<file path="src/rtl/fpmul_arbiter.sv">
// ---------------------------------------------------------------------------
// fpmul_arbiter
//
// Purpose
//   Shares one combinational floating-point multiplier between two requesters.
//   A request is accepted in IDLE, its operands are registered, the product
//   is captured one cycle later (CALC), and the result is held (HOLD) until
//   the consumer takes it. Only one operation is in flight at a time.
//
// Number format (NB_TOTAL = NB_MANT + NB_EXP + 1 bits)
//   {sign, exponent[NB_EXP-1:0], mantissa[NB_MANT-1:0]}, exponent bias 7,
//   hidden leading one. Exponent 0 encodes zero, so any zero operand gives
//   a signed zero. There are no infinities or NaNs: exponent 15 is an ordinary
//   exponent. The product mantissa is truncated. Results too small for the
//   smallest exponent become signed zero. Results too large saturate to the
//   largest magnitude {sign, all-ones exponent, all-ones mantissa}.
//
// Configuration
//   FPMUL_ARB_ROUND_ROBIN_EN  defined   : with both requesters valid, grant
//                                         the one that did not win last
//                                         (LAST resets to 1, so 0 goes first).
//                             undefined : fixed priority, requester 0 wins.
//   A single valid requester is granted in either build.
//
// Handshakes
//   Every handshake is valid/ready: a transfer happens on a rising edge where
//   both are 1. READY never depends on anything the requester does in the
//   same cycle except its own VALID. A requester may drop VALID before it is
//   accepted. The consumer side is the same: RES_C/RES_ID are stable while
//   RES_VALID=1 and RES_READY=0.
//
// Ports
//   clk, rst_n               clock, synchronous active-low reset
//   REQ0_VALID/A/B, REQ0_READY   requester 0 operand channel
//   REQ1_VALID/A/B, REQ1_READY   requester 1 operand channel
//   RES_VALID, RES_C, RES_ID     result channel (product and issuer index)
//   RES_READY                    consumer accepts result
//   OP_CNT                       completed result handshakes, wraps 255 -> 0
//   dbg_state                    FSM state (0 IDLE, 1 CALC, 2 HOLD)
//   dbg_last                     arbitration pointer LAST
// ---------------------------------------------------------------------------

// Combinational multiplier core. It has no state of its own.
module fpmul_core #(
    parameter int NB_MANT = 8,
    parameter int NB_EXP  = 4,
    parameter int BIAS    = 7
) (
    input  logic [NB_MANT+NB_EXP:0] a,
    input  logic [NB_MANT+NB_EXP:0] b,
    output logic [NB_MANT+NB_EXP:0] c
);
    localparam int NB_TOTAL = NB_MANT + NB_EXP + 1;
    localparam int NB_PROD  = 2 * (NB_MANT + 1);
    // Two extra bits hold the sum of two exponents plus the normalise carry.
    localparam int NB_ESUM  = NB_EXP + 2;
    localparam logic [NB_ESUM-1:0] BIAS_W = NB_ESUM'(BIAS);
    // Largest biased sum that still fits the exponent field after unbiasing.
    localparam logic [NB_ESUM-1:0] EMAX_W = NB_ESUM'((1 << NB_EXP) - 1 + BIAS);

    logic                sign;
    logic [NB_EXP-1:0]   ea;
    logic [NB_EXP-1:0]   eb;
    logic [NB_MANT:0]    ma;
    logic [NB_MANT:0]    mb;
    logic [NB_PROD-1:0]  prod;
    logic                norm;
    logic [NB_MANT-1:0]  frac;
    logic [NB_ESUM-1:0]  esum;
    logic [NB_ESUM-1:0]  eres;

    always_comb begin
        sign = a[NB_TOTAL-1] ^ b[NB_TOTAL-1];
        ea   = a[NB_TOTAL-2 -: NB_EXP];
        eb   = b[NB_TOTAL-2 -: NB_EXP];
        ma   = {1'b1, a[NB_MANT-1:0]};
        mb   = {1'b1, b[NB_MANT-1:0]};
        prod = {{(NB_MANT+1){1'b0}}, ma} * {{(NB_MANT+1){1'b0}}, mb};

        // Two 1.x significands give a product in [1, 4). When it reaches 2
        // the top bit is set and the fraction is taken one place higher.
        norm = prod[NB_PROD-1];
        frac = norm ? prod[NB_PROD-2 -: NB_MANT] : prod[NB_PROD-3 -: NB_MANT];

        // Exponent arithmetic stays unsigned: sum of biased exponents plus
        // the carry, compared with the bias instead of subtracting first.
        esum = {2'b00, ea} + {2'b00, eb} + {{(NB_ESUM-1){1'b0}}, norm};
        eres = esum - BIAS_W;

        if ((ea == '0) || (eb == '0) || (esum <= BIAS_W)) begin
            c = {sign, {(NB_EXP+NB_MANT){1'b0}}};
        end else if (esum > EMAX_W) begin
            c = {sign, {(NB_EXP+NB_MANT){1'b1}}};
        end else begin
            c = {sign, eres[NB_EXP-1:0], frac};
        end
    end
endmodule

module fpmul_arbiter #(
    parameter int NB_MANT  = 8,
    parameter int NB_EXP   = 4,
    // Derived from the two above; do not override on its own.
    parameter int NB_TOTAL = NB_MANT + NB_EXP + 1
) (
    input  logic                clk,
    input  logic                rst_n,
    input  logic                REQ0_VALID,
    input  logic [NB_TOTAL-1:0] REQ0_A,
    input  logic [NB_TOTAL-1:0] REQ0_B,
    output logic                REQ0_READY,
    input  logic                REQ1_VALID,
    input  logic [NB_TOTAL-1:0] REQ1_A,
    input  logic [NB_TOTAL-1:0] REQ1_B,
    output logic                REQ1_READY,
    output logic                RES_VALID,
    output logic [NB_TOTAL-1:0] RES_C,
    output logic                RES_ID,
    input  logic                RES_READY,
    output logic [7:0]          OP_CNT,
    output logic [1:0]          dbg_state,
    output logic                dbg_last
);

    typedef enum logic [1:0] {
        IDLE = 2'd0,
        CALC = 2'd1,
        HOLD = 2'd2
    } state_t;

    state_t              state;
    state_t              state_nxt;

    logic [NB_TOTAL-1:0] op_a;
    logic [NB_TOTAL-1:0] op_b;
    logic [NB_TOTAL-1:0] core_c;
    logic                id_reg;
    logic                last;

    logic                grant1;     // 1: requester 1 would win in IDLE
    logic                accept;
    logic                accept_id;

    // The single shared multiplier, fed only from the operand registers.
    fpmul_core #(
        .NB_MANT (NB_MANT),
        .NB_EXP  (NB_EXP),
        .BIAS    (7)
    ) u_core (
        .a (op_a),
        .b (op_b),
        .c (core_c)
    );

    // -----------------------------------------------------------------
    // FSM: state register
    // -----------------------------------------------------------------
    always_ff @(posedge clk) begin
        if (!rst_n) begin
            state <= IDLE;
        end else begin
            state <= state_nxt;
        end
    end

    // -----------------------------------------------------------------
    // FSM: next state
    // -----------------------------------------------------------------
    always_comb begin
        state_nxt = state;
        unique case (state)
            IDLE: if (accept)    state_nxt = CALC;
            CALC:                state_nxt = HOLD;
            HOLD: if (RES_READY) state_nxt = IDLE;
            default:             state_nxt = IDLE;
        endcase
    end

    // -----------------------------------------------------------------
    // FSM: outputs (grant, READY, RES_VALID)
    // -----------------------------------------------------------------
    always_comb begin
        grant1     = 1'b0;
        REQ0_READY = 1'b0;
        REQ1_READY = 1'b0;
        RES_VALID  = 1'b0;

`ifdef FPMUL_ARB_ROUND_ROBIN_EN
        // Contention goes to whoever did not win the previous accept.
        if (REQ0_VALID && REQ1_VALID) begin
            grant1 = ~last;
        end else begin
            grant1 = REQ1_VALID;
        end
`else
        // Requester 0 always wins contention; LAST is only tracked.
        grant1 = REQ1_VALID && !REQ0_VALID;
`endif

        // READY is masked by rst_n so nothing looks accepted during reset,
        // even on the first reset cycle before the state register clears.
        if ((state == IDLE) && rst_n) begin
            REQ0_READY = REQ0_VALID && !grant1;
            REQ1_READY = REQ1_VALID &&  grant1;
        end

        RES_VALID = (state == HOLD);
    end

    // READY already includes VALID, so either READY high is an accept.
    assign accept    = REQ0_READY | REQ1_READY;
    assign accept_id = REQ1_READY;

    // -----------------------------------------------------------------
    // Datapath registers
    // -----------------------------------------------------------------
    always_ff @(posedge clk) begin
        if (!rst_n) begin
            op_a   <= '0;
            op_b   <= '0;
            id_reg <= 1'b0;
            last   <= 1'b1;
            RES_C  <= '0;
            OP_CNT <= 8'd0;
        end else begin
            if (accept) begin
                op_a   <= accept_id ? REQ1_A : REQ0_A;
                op_b   <= accept_id ? REQ1_B : REQ0_B;
                id_reg <= accept_id;
                last   <= accept_id;
            end
            if (state == CALC) begin
                RES_C <= core_c;
            end
            // Free-running count; natural 8-bit wrap is intended.
            if ((state == HOLD) && RES_READY) begin
                OP_CNT <= OP_CNT + 8'd1;
            end
        end
    end

    assign RES_ID    = id_reg;
    assign dbg_state = state;
    assign dbg_last  = last;

endmodule
</file>
<file path="config.mk">
export PLATFORM = sky130hd
export DESIGN_NAME = fpmul_arbiter
export DESIGN_NICKNAME = d
export VERILOG_FILES = /design/src/rtl/fpmul_arbiter.sv
export SDC_FILE = /design/constraint.sdc
export NUM_CORES = 1
export LEC_CHECK = 0
export ABC_AREA = 1
export CAP_MARGIN = 0
export CORE_MARGIN = 1.5
export CORE_UTILIZATION = 55
export CTS_BUF_LIST = sky130_fd_sc_hd__clkbuf_8 sky130_fd_sc_hd__clkbuf_16
export DETAILED_ROUTE_END_ITERATION = 8
export PLACE_DENSITY = 0.81
export SLEW_MARGIN = 5
export SYNTH_ARGS = -nofsm -noshare
export SYNTH_HDL_FRONTEND = slang
export SYNTH_SLANG_ARGS = --single-unit
</file>
<file path="constraint.sdc">
create_clock -name clk -period 9.9 [get_ports clk]
set_input_delay 1.98 -clock clk [delete_from_list [all_inputs] [get_ports clk]]
set_output_delay 1.98 -clock clk [all_outputs]
set_load 0.02 [all_outputs]
</file>
==> flow_metrics.tcl, run 1 <==
set metrics [dict create \
    grt_use_total_pct 25.9 \
    powerDensity_nw_per_um2 109 \
    die_y_um 100 \
    min_path_type "register to register" \
    ant_nets 0 \
    finalHoldViolCount 0 \
    hold_slack_ps 480 \
    tritoncts "built" \
    ys_seq_area_share_pct 19.7 \
    drt-total-wl_um 12100 \
    cts_buffer_depth 2 \
    routed-via-count 4735 \
    syn_inst 738 \
    clk_pin_slew_ps 100 \
    critPathLaunchType "input pin" \
    async_flop_share_pct 0 \
    outcome "finished clean" \
    endpoint "REQ1_READY" \
    ys.flop_type "dfxtp_1" \
    io_buffers 84 \
    coreArea_um2 9200 \
    drc 0 \
    path_class "input pin to output pin" \
    gp_congestion 0.874 \
    synth_enable_flop_cells 0 \
    die_area_um2 10000 \
    cts_resized 0 \
    drive_gt1_share_pct 3.90 \
    rsz0062_at_grt "false" \
    htree_levels 2 \
    drt_iter0_markers 220 \
    worst_setup_path_end_kind "output pin" \
    worstMarginPinSlew_ps 924 \
    fin_tns_setup_ps 0 \
    core.rowCount 35 \
    cts_made_buffers 5 \
    overflow 0 \
    syn2layout_area_growth_pct 18.1 \
    finalSetupViolations 0 \
    dieWidth_um 100 \
    worstPathRequired_ps 7920 \
    insertion_delay_ps 310 \
    synth_area_um2 5190 \
    fillers 792 \
    root_buffer "clkbuf_8" \
    cts_sinks 51 \
    antenna_found_initial 0 \
    p_leak_nw 3.12 \
    post-dp-hpwl_um 9800 \
    dp.cells 898 \
    period_share_pct 71.1 \
    synth_cell_type_count 36 \
    path_max_fanout 33 \
    viasPerCell 5.23 \
    cts_setup_buffers 0 \
    critPathArrivalTime_ps 5050 \
    final_nets 941 \
    utilization_pct 66.7 \
    grt_max_degree 54 \
    ir_drop_mv 0.0734 \
    max-slew-margin-rel_pct 38.2 \
    avgSynthCellArea_um2 7.04 \
    top_level_ports 85 \
    final_common_cell "nand2_1" \
    final_cells 906 \
    start_util_pct 56.5 \
    cap_violations 0 \
    diodes 0 \
    skew_ps 12.2 \
    grt_first_pass_wirelength_um 21100 \
    final_cell_mix "nand2_1 (192), inv_1 (159), clkdlybuf4s50_1 (84)" \
    ys_warn_count 0 \
    reg2reg_from "op_b[5]$_SDFFE_PN0P_" \
    rrSetupSlack_ps 3660 \
    first_pass_iters 5 \
    clock.fmax_mhz 142 \
    fin_crit_ps 7030 \
    rr_endpoint "RES_C[5]$_SDFFE_PN0N_" \
    reg2reg_depth 28 \
    ys_ff_latch 51 \
    grt_pass1_vias 4734 \
    wl_per_cell_um 13.4 \
    startpoint "rst_n" \
    finalMaxSlewViolations 0 \
    synth_fp_nets 885 \
    postCtsHoldBufs 0 \
]
==> final cells by class <==
cell class                      instances  area, um^2  area share, %
Multi-Input combinational cell        490        3400           55.5
Sequential cell                        51        1020           16.6
Timing Repair Buffer                   85         848           13.8
Inverter                              161         604           9.86
Tap cell                              111         139           2.26
Clock buffer                            5        68.8           1.12
Clock inverter                          3        46.3          0.755
==> state kept, by name (all words and copies together), names as in the netlist <==
signal	cells
op_a	13
RES_ID	1
dbg_state	2
OP_CNT	8
op_b	13
RES_C	13
dbg_last	1
==> worst min-delay path by stage <==
stage                                      start                     end  slack [ps]  cells after the start
after floorplan             op_b[8]$_SDFFE_PN0P_    op_b[8]$_SDFFE_PN0P_         510                      2
after global placement    RES_C[11]$_SDFFE_PN0N_  RES_C[11]$_SDFFE_PN0N_         460                      2
after detailed placement   RES_C[6]$_SDFFE_PN0N_   RES_C[6]$_SDFFE_PN0N_         460                      2
after CTS                  RES_C[6]$_SDFFE_PN0N_   RES_C[6]$_SDFFE_PN0N_         480                      2
after global routing      OP_CNT[7]$_SDFFE_PN0P_  OP_CNT[7]$_SDFFE_PN0P_         500                      2
final                      RES_C[8]$_SDFFE_PN0N_   RES_C[8]$_SDFFE_PN0N_         480                      2
==> cells by family after synthesis <==
family | count (synthesis) | share of synthesized area [%]
AO/OA/AOI/OAI | 131 | 13.6
flip-flops | 51 | 19.7
XOR/XNOR | 9 | 1.66
AND/OR/NAND/NOR | 260 | 21.2
adder cells (fa/ha/maj) | 90 | 29.1
buffers and inverters | 197 | 14.8
==> critical path: stages <==
cell             delay [ps]
clkdlybuf4s50_1        1080
nand3_2                 570
nor2_1                  430
buf_4                   330
clkdlybuf4s50_1         650
==> per-layer routing <==
| layer | track usage (%) | wire length (um) | share of wire [%] | up-vias |
|---|---|---|---|---|
| li1 | - | - | - | 2386 |
| met1 | 33.5 | 5450 | 45 | 2182 |
| met2 | 45.8 | 5940 | 49 | 151 |
| met3 | 3.48 | 596 | 4.9 | 16 |
| met4 | 6.83 | 165 | 1.4 | 0 |
| met5 | 0 | 0 | 0 | - |
==> stage by stage <==
stage | cell area (um^2) | power [mW] | setup WS [ps]
after floorplan | 5190 | 0.439 | 4250
after global placement | 6020 | 0.507 | 2990
after detailed placement | 6020 | 0.517 | 2900
after CTS | 6130 | 0.672 | 2880
after global routing | 6130 | 0.722 | 2630
final | 6130 | 0.668 | 2870
==> synth_stat cells, types with 2 or more instances <==
cell type / number / share of area, %
nand2_1: 192 / 14
inv_1: 159 / 11
o21ai_0: 62 / 6.0
dfxtp_1: 51 / 20
fa_1: 51 / 20
ha_1: 39 / 9.4
a21oi_1: 33 / 3.2
a31oi_1: 27 / 3.3
nand3_1: 25 / 2.4
clkbuf_1: 23 / 1.7
nor2_1: 15 / 1.1
buf_2: 7 / 0.67
nand2_2: 7 / 0.84
xor2_1: 6 / 1.0
buf_4: 5 / 0.72
nor3_1: 5 / 0.48
a21oi_2: 3 / 0.51
nand2_4: 3 / 0.65
nand4_1: 3 / 0.36
o21ai_1: 3 / 0.29
inv_2: 2 / 0.14
nor2_2: 2 / 0.24
xnor2_1: 2 / 0.34
==> where the power goes <==
| part | internal (mW) | switching (mW) | total, mW |
|---|---|---|---|
| combinational | 0.110 | 0.159 | 0.269 |
| sequential | 0.219 | 0.0280 | 0.247 |
| clock | 0.0763 | 0.0757 | 0.152 |
| total | 0.405 | 0.262 | 0.668 |
Note: power is estimated with default switching activity, not from simulation.
==> run 2: changes to the inputs <==
==> constraint.sdc (replaced) <==
create_clock -name clk -period 6.95 [get_ports clk]
set_input_delay 1.39 -clock clk [delete_from_list [all_inputs] [get_ports clk]]
set_output_delay 1.39 -clock clk [all_outputs]
set_load 0.02 [all_outputs]
==> run 2 against run 1 <==
Effect of this change: routed wire length down 0.37%; non-clock buffer count up 2; combinational power rose by 43%; final area rose by 0.24%; first-iteration DRC count up 23%; sequential share of layout area hardly changed; die area did not move; clock power up 45%; hold slack got worse by 11 ps; critical endpoint is now RES_C[4]$_SDFFE_PN0N_; largest power group unchanged; highest routed layer unchanged.
==> flow_metrics.tcl, run 2 (synthesized netlist as in run 1, its figures left out) <==
set metrics [dict create \
    min_path_type "register to register" \
    ant_nets 0 \
    drive_gt1_share_pct 4.14 \
    reg2reg_depth 27 \
    rrSetupSlack_ps 840 \
    cts_resized 0 \
    grt_first_pass_wirelength_um 20600 \
    diodes 0 \
    coreArea_um2 9200 \
    cts_made_buffers 5 \
    cap_violations 0 \
    antenna_found_initial 0 \
    post-dp-hpwl_um 9860 \
    start_util_pct 56.5 \
    postCtsHoldBufs 0 \
    wl_per_cell_um 13.3 \
    p_leak_nw 3.12 \
    htree_levels 2 \
    p_sw_share_pct 39.3 \
    insertion_delay_ps 320 \
    cts_sinks 51 \
    syn2layout_area_growth_pct 18.4 \
    drt_iter0_markers 270 \
    switching_power_mw 0.375 \
    skew_ps 13.5 \
    top_level_ports 85 \
    cts_setup_buffers 0 \
    path_depth 27 \
    grt_max_degree 54 \
    critPathLaunchType "register" \
    clk_pin_slew_ps 100 \
    finalMaxSlewViolations 0 \
    seq_power_share_pct 36.8 \
    powerDensity_nw_per_um2 155 \
    clock.fmax_mhz 164 \
    finalHoldViolCount 0 \
    io_buffers 84 \
    worst_path_largest_cell_delay_ps 630 \
    final_cell_mix "nand2_1 (192), inv_1 (159), clkdlybuf4s50_1 (84)" \
    ir_drop_mv 0.113 \
    outcome "finished clean" \
    final_cell_area_um2 6150 \
    tritoncts "built" \
    endpoint "RES_C[4]$_SDFFE_PN0N_" \
    rsz0062_at_grt "false" \
    worstMarginPinSlew_ps 712 \
    reg2reg_from "op_b[5]$_SDFFE_PN0P_" \
    max-slew-margin-rel_pct 52.5 \
    path_max_fanout 10 \
    cp_common_cell "fa_1" \
    worstPathRequired_ps 7200 \
    startpoint "op_b[5]$_SDFFE_PN0P_" \
    finalSetupViolations 0 \
    dieWidth_um 100 \
    path_class "register to register" \
    overflow 0 \
    drc 0 \
    fin_crit_ps 6110 \
    critPathSlowestCell "dfxtp_1" \
    grt_pass1_vias 4643 \
    cts_buffer_depth 2 \
    die_y_um 100 \
    root_buffer "clkbuf_8" \
    clock_power_share_pct 23.0 \
    largestRegisters "RES_C (13), op_a (13), op_b (13)" \
    power_frac_comb_pct 40.2 \
    grt_use_total_pct 25.5 \
    period_share_pct 87.9 \
    rr_endpoint "RES_C[4]$_SDFFE_PN0N_" \
    core.rowCount 35 \
    critPathArrivalTime_ps 6360 \
    final_common_cell "nand2_1" \
    path_buf_inv 5 \
    fin_tns_setup_ps 0 \
    gp_congestion 0.918 \
    power.total_mw 0.954 \
    first_pass_iters 5 \
    final_nets 943 \
    routed-via-count 4703 \
    worst_setup_path_end_kind "register" \
    p_int_mw 0.579 \
    hold_slack_ps 469 \
    die_area_um2 10000 \
    viasPerCell 5.18 \
    placed_area_um2 6030 \
    path_delay_family "adder cells" \
    drt-total-wl_um 12100 \
    fillers 792 \
]
run 2: power groups by stage:
stage	sequential [mW]	clock (mW)	combinational (mW)
after floorplan	0.334	0	0.291
after global placement	0.355	0	0.370
after detailed placement	0.356	0	0.382
after CTS	0.350	0.223	0.385
after global routing	0.355	0.236	0.440
final	0.351	0.220	0.384
run 2: worst register-to-register path, stage by stage (launching register included):
cell     delay, ps
dfxtp_1        630
nand2_1        160
fa_1           520
fa_1           500
inv_1           60
fa_1           540
inv_1           60
fa_1           530
inv_1           40
ha_1           350
nand2_1         80
nor2_1         160
nand3_1        110
nand2_2        120
nand2_2         80
nand3_1        120
nand2_4        100
fa_1           370
inv_1           90
fa_1           470
ha_1           220
o21ai_0        150
nand2_1        160
inv_2          150
a21oi_1         60
nand2_1         70
nand2_1         50
a21oi_2        110
run 2: worst min-delay path by stage:
stage / slack (ps) / depth (start not counted) / endpoint / startpoint
floorplan: 510 / 2 / op_b[8]$_SDFFE_PN0P_ / op_b[8]$_SDFFE_PN0P_
global placement: 460 / 2 / RES_C[6]$_SDFFE_PN0N_ / RES_C[6]$_SDFFE_PN0N_
detailed placement: 460 / 2 / RES_C[6]$_SDFFE_PN0N_ / RES_C[6]$_SDFFE_PN0N_
CTS: 470 / 2 / RES_C[6]$_SDFFE_PN0N_ / RES_C[6]$_SDFFE_PN0N_
global route: 500 / 2 / RES_C[10]$_SDFFE_PN0N_ / RES_C[10]$_SDFFE_PN0N_
finish: 470 / 2 / RES_C[6]$_SDFFE_PN0N_ / RES_C[6]$_SDFFE_PN0N_
run 2: final cells by class:
class / count / area, um^2 / share of cell area (%)
Multi-Input combinational cell: 490 / 3400 / 55.4
Sequential cell: 51 / 1020 / 16.6
Timing Repair Buffer: 87 / 863 / 14.0
Inverter: 161 / 604 / 9.83
Tap cell: 111 / 139 / 2.26
Clock buffer: 5 / 68.8 / 1.12
Clock inverter: 3 / 46.3 / 0.753
run 2: layer usage:
layer  part of all wire [%]  track usage (%)  up-vias
li1                       -                -     2384
met1                     46             33.9     2168
met2                     47             43.4      138
met3                    4.8             3.90       13
met4                    1.4             7.04        0
met5                      0                0        -
run 2: per-stage QoR:
stage | util (%) | setup slack (ps) | cells
6_report | 66.8 | 840 | 908
5_1_grt | 66.8 | 444 | 908
4_1_cts | 66.8 | 843 | 908
3_5_place_dp | 65.6 | 860 | 900
3_3_place_gp | 65.6 | 1020 | 900
2_1_floorplan | - | 1300 | 738
==> run 3: changes to the inputs <==
--- a/config.mk
+++ b/config.mk
@@ -5,13 +5,12 @@
 export SDC_FILE = /design/constraint.sdc
 export NUM_CORES = 1
 export LEC_CHECK = 0
-export ABC_AREA = 1
 export CAP_MARGIN = 0
 export CORE_MARGIN = 1.5
 export CORE_UTILIZATION = 55
 export CTS_BUF_LIST = sky130_fd_sc_hd__clkbuf_8 sky130_fd_sc_hd__clkbuf_16
 export DETAILED_ROUTE_END_ITERATION = 8
-export PLACE_DENSITY = 0.81
+export PLACE_DENSITY = 0.82
 export SLEW_MARGIN = 5
 export SYNTH_ARGS = -nofsm -noshare
 export SYNTH_HDL_FRONTEND = slang
==> constraint.sdc (replaced) <==
create_clock -name clk -period 6.95 [get_ports clk]
set_input_delay 1.0425 -clock clk [delete_from_list [all_inputs] [get_ports clk]]
set_output_delay 1.0425 -clock clk [all_outputs]
set_load 0.02 [all_outputs]
==> run 3 against run 2 <==
Effect of this change: first-iteration DRC count decreased by 30%; clock power decreased by 20%; register-to-register slack got worse by 500 ps; sequential power decreased by 2%; via count decreased by 8.9%; flip-flop and latch count unchanged; critical path type unchanged; critical endpoint is now RES_C[5]$_SDFFE_PN0N_; largest power group unchanged.
==> flow_metrics.tcl, run 3 <==
set metrics [dict create \
    synth_cell_type_count 54 \
    finalHoldViolCount 0 \
    ys_ff_latch 51 \
    drive_gt1_share_pct 3.46 \
    rrSetupSlack_ps 340 \
    cts_resized 0 \
    cts_made_buffers 5 \
    worstPathRequired_ps 7180 \
    reg2reg_depth 25 \
    die_area_um2 9540 \
    drc 0 \
    worst_setup_path_end_kind "register" \
    reg2reg_from "op_b[7]$_SDFFE_PN0P_" \
    syn2layout_area_growth_pct 19.4 \
    final_cell_mix "nand2_1 (100), inv_1 (89), clkdlybuf4s50_1 (84)" \
    worstMarginPinSlew_ps 716 \
    largestRegisters "RES_C (13), op_a (13), op_b (13)" \
    antenna_found_initial 0 \
    multi_input_comb_area_um2 3430 \
    skew_ps 15.8 \
    p_leak_nw 2.71 \
    synth.area.top_cells "dfxtp_1 (21%), fa_1 (21%), ha_1 (9.9%)" \
    routed-via-count 4284 \
    outcome "finished clean" \
    startpoint "op_b[7]$_SDFFE_PN0P_" \
    grt_max_degree 54 \
    top_level_ports 85 \
    first_pass_iters 5 \
    finalMaxSlewViolations 0 \
    final_common_cell "nand2_1" \
    viasPerCell 5.54 \
    overflow 0 \
    critPathLaunchType "register" \
    gp_congestion 0.897 \
    powerDensity_nw_per_um2 150 \
    core.rowCount 34 \
    final_nets 811 \
    ir_drop_mv 0.106 \
    yosysTopAreaCellShare_pct 20.7 \
    drt-total-wl_um 11200 \
    path_class "register to register" \
    postCtsHoldBufs 0 \
    rsz0062_at_grt "false" \
    finalSetupViolations 0 \
    drt_iter0_markers 190 \
    avgSynthCellArea_um2 8.19 \
    ant_nets 0 \
    synthTopCellsByCount "nand2_1 (100), inv_1 (88), dfxtp_1 (51), fa_1 (51), nor2_1 (47)" \
    tritoncts "built" \
    clock.fmax_mhz 151 \
    power.total_mw 0.881 \
    cts_sinks 51 \
    diodes 0 \
    wl_per_cell_um 14.4 \
    synth_enable_flop_cells 0 \
    grt_first_pass_wirelength_um 18500 \
    ff_latch_area_um2 1020 \
    yosysMostFrequentCell "nand2_1" \
    cts_setup_buffers 0 \
    min_path_type "register to register" \
    async_flop_share_pct 0 \
    root_buffer "clkbuf_8" \
    ys_warn_count 0 \
    endpoint "RES_C[5]$_SDFFE_PN0N_" \
    coreArea_um2 8720 \
    clk_pin_slew_ps 100 \
    path_max_fanout 13 \
    insertion_delay_ps 320 \
    synth_top_area_cell "dfxtp_1" \
    critPathArrivalTime_ps 6840 \
    post-dp-hpwl_um 9020 \
    cap_violations 0 \
    htree_levels 2 \
    synth_area_um2 4930 \
    ys.flop_type "dfxtp_1" \
    fin_tns_setup_ps 0 \
    io_buffers 84 \
    period_share_pct 95.1 \
    start_util_pct 56.6 \
    grt_use_total_pct 23.4 \
    syn_inst 602 \
    die_y_um 97.7 \
    fin_crit_ps 6610 \
    ys_seq_area_share_pct 20.7 \
    fillers 684 \
    grt_pass1_vias 4234 \
    cts_buffer_depth 2 \
    synth_fp_nets 749 \
    dieWidth_um 97.7 \
    max-slew-margin-rel_pct 52.2 \
    rr_endpoint "RES_C[5]$_SDFFE_PN0N_" \
]
run 3: changes by cell type after synthesis, moves of 7 or more:
cell,before,now
nand2_1,192,100
inv_1,159,88
o21ai_0,62,13
nor2_1,15,47
a311oi_1,0,28
and2_1,0,25
a31oi_1,27,4
nand3_1,25,6
a21oi_1,33,21
a21o_1,1,10
buf_2,7,0
nand2_2,7,0
run 3: logic make-up after synthesis:
| group | Yosys count | synth area share, % |
|---|---|---|
| buffers and inverters | 124 | 9.77 |
| adders and majority gates | 90 | 30.6 |
| muxes | 4 | 0.837 |
| xor gates and xnor gates | 18 | 3.20 |
| DFF | 51 | 20.7 |
| AOI/OAI and AO/OA | 104 | 15.5 |
| and+or+nand+nor | 211 | 19.4 |
run 3: layout make-up:
type,instances,area share [%]
Clock buffer,5,1.17
Clock inverter,3,0.340
Inverter,90,5.73
Multi-Input combinational cell,427,58.2
Sequential cell,51,17.3
Tap cell,108,2.29
Timing Repair Buffer,89,14.9
run 3: how the worst min path moves through the flow:
stage | startpoint | to | slack, ps | cells past startpoint
floorplan | op_b[12]$_SDFFE_PN0P_ | op_b[12]$_SDFFE_PN0P_ | 490 | 2
global placement | RES_C[8]$_SDFFE_PN0N_ | RES_C[8]$_SDFFE_PN0N_ | 440 | 2
detailed placement | RES_C[8]$_SDFFE_PN0N_ | RES_C[8]$_SDFFE_PN0N_ | 450 | 2
CTS | RES_C[8]$_SDFFE_PN0N_ | RES_C[8]$_SDFFE_PN0N_ | 460 | 2
global route | RES_C[8]$_SDFFE_PN0N_ | RES_C[8]$_SDFFE_PN0N_ | 500 | 2
finish | RES_C[8]$_SDFFE_PN0N_ | RES_C[8]$_SDFFE_PN0N_ | 460 | 2
run 3: critical path: stages (launching register included):
cell      delay, ps
dfxtp_1         410
inv_1           140
nor2_1           80
fa_1            500
inv_1            50
fa_1            540
inv_1            60
fa_1            530
inv_1            60
fa_1            530
inv_1            50
ha_1            360
nand3_1         100
or3_4           360
a21o_1          210
a21oi_1         240
o311ai_2        140
fa_1            400
inv_1           100
fa_1            470
ha_1            220
or2_2           290
a21oi_1         180
buf_4           210
a221oi_1         70
a211oi_1        250
run 3: power by group:
part           leakage [nW]  internal (mW)  switching [mW]
clock network        0.0460         0.0711           0.105
registers             0.417          0.311          0.0335
logic                  2.25          0.161           0.199
total                  2.71          0.544           0.337
run 3: routing by layer:
| metal | share of wire (%) | global-route usage [%] | up-vias |
|---|---|---|---|
| li1 | - | - | 2094 |
| met1 | 42 | 29.9 | 2054 |
| met2 | 52 | 41.9 | 117 |
| met3 | 4.4 | 2.88 | 19 |
| met4 | 1.6 | 5.93 | 0 |
| met5 | 0 | 0 | - |
run 3: stage by stage:
| step | util [%] | hold WS, ps | worst slack, ps | area, um^2 | instances |
|---|---|---|---|---|---|
| 5_1_grt | 67.5 | 504 | 8.96 | 5890 | 773 |
| 3_5_place_dp | 66.5 | 446 | 396 | 5800 | 765 |
| 4_1_cts | 67.5 | 461 | 378 | 5890 | 773 |
| 6_report | 67.5 | 458 | 341 | 5890 | 773 |
| 2_1_floorplan | - | 488 | 403 | 4930 | 602 |
| 3_3_place_gp | 66.5 | 444 | 655 | 5800 | 765 |
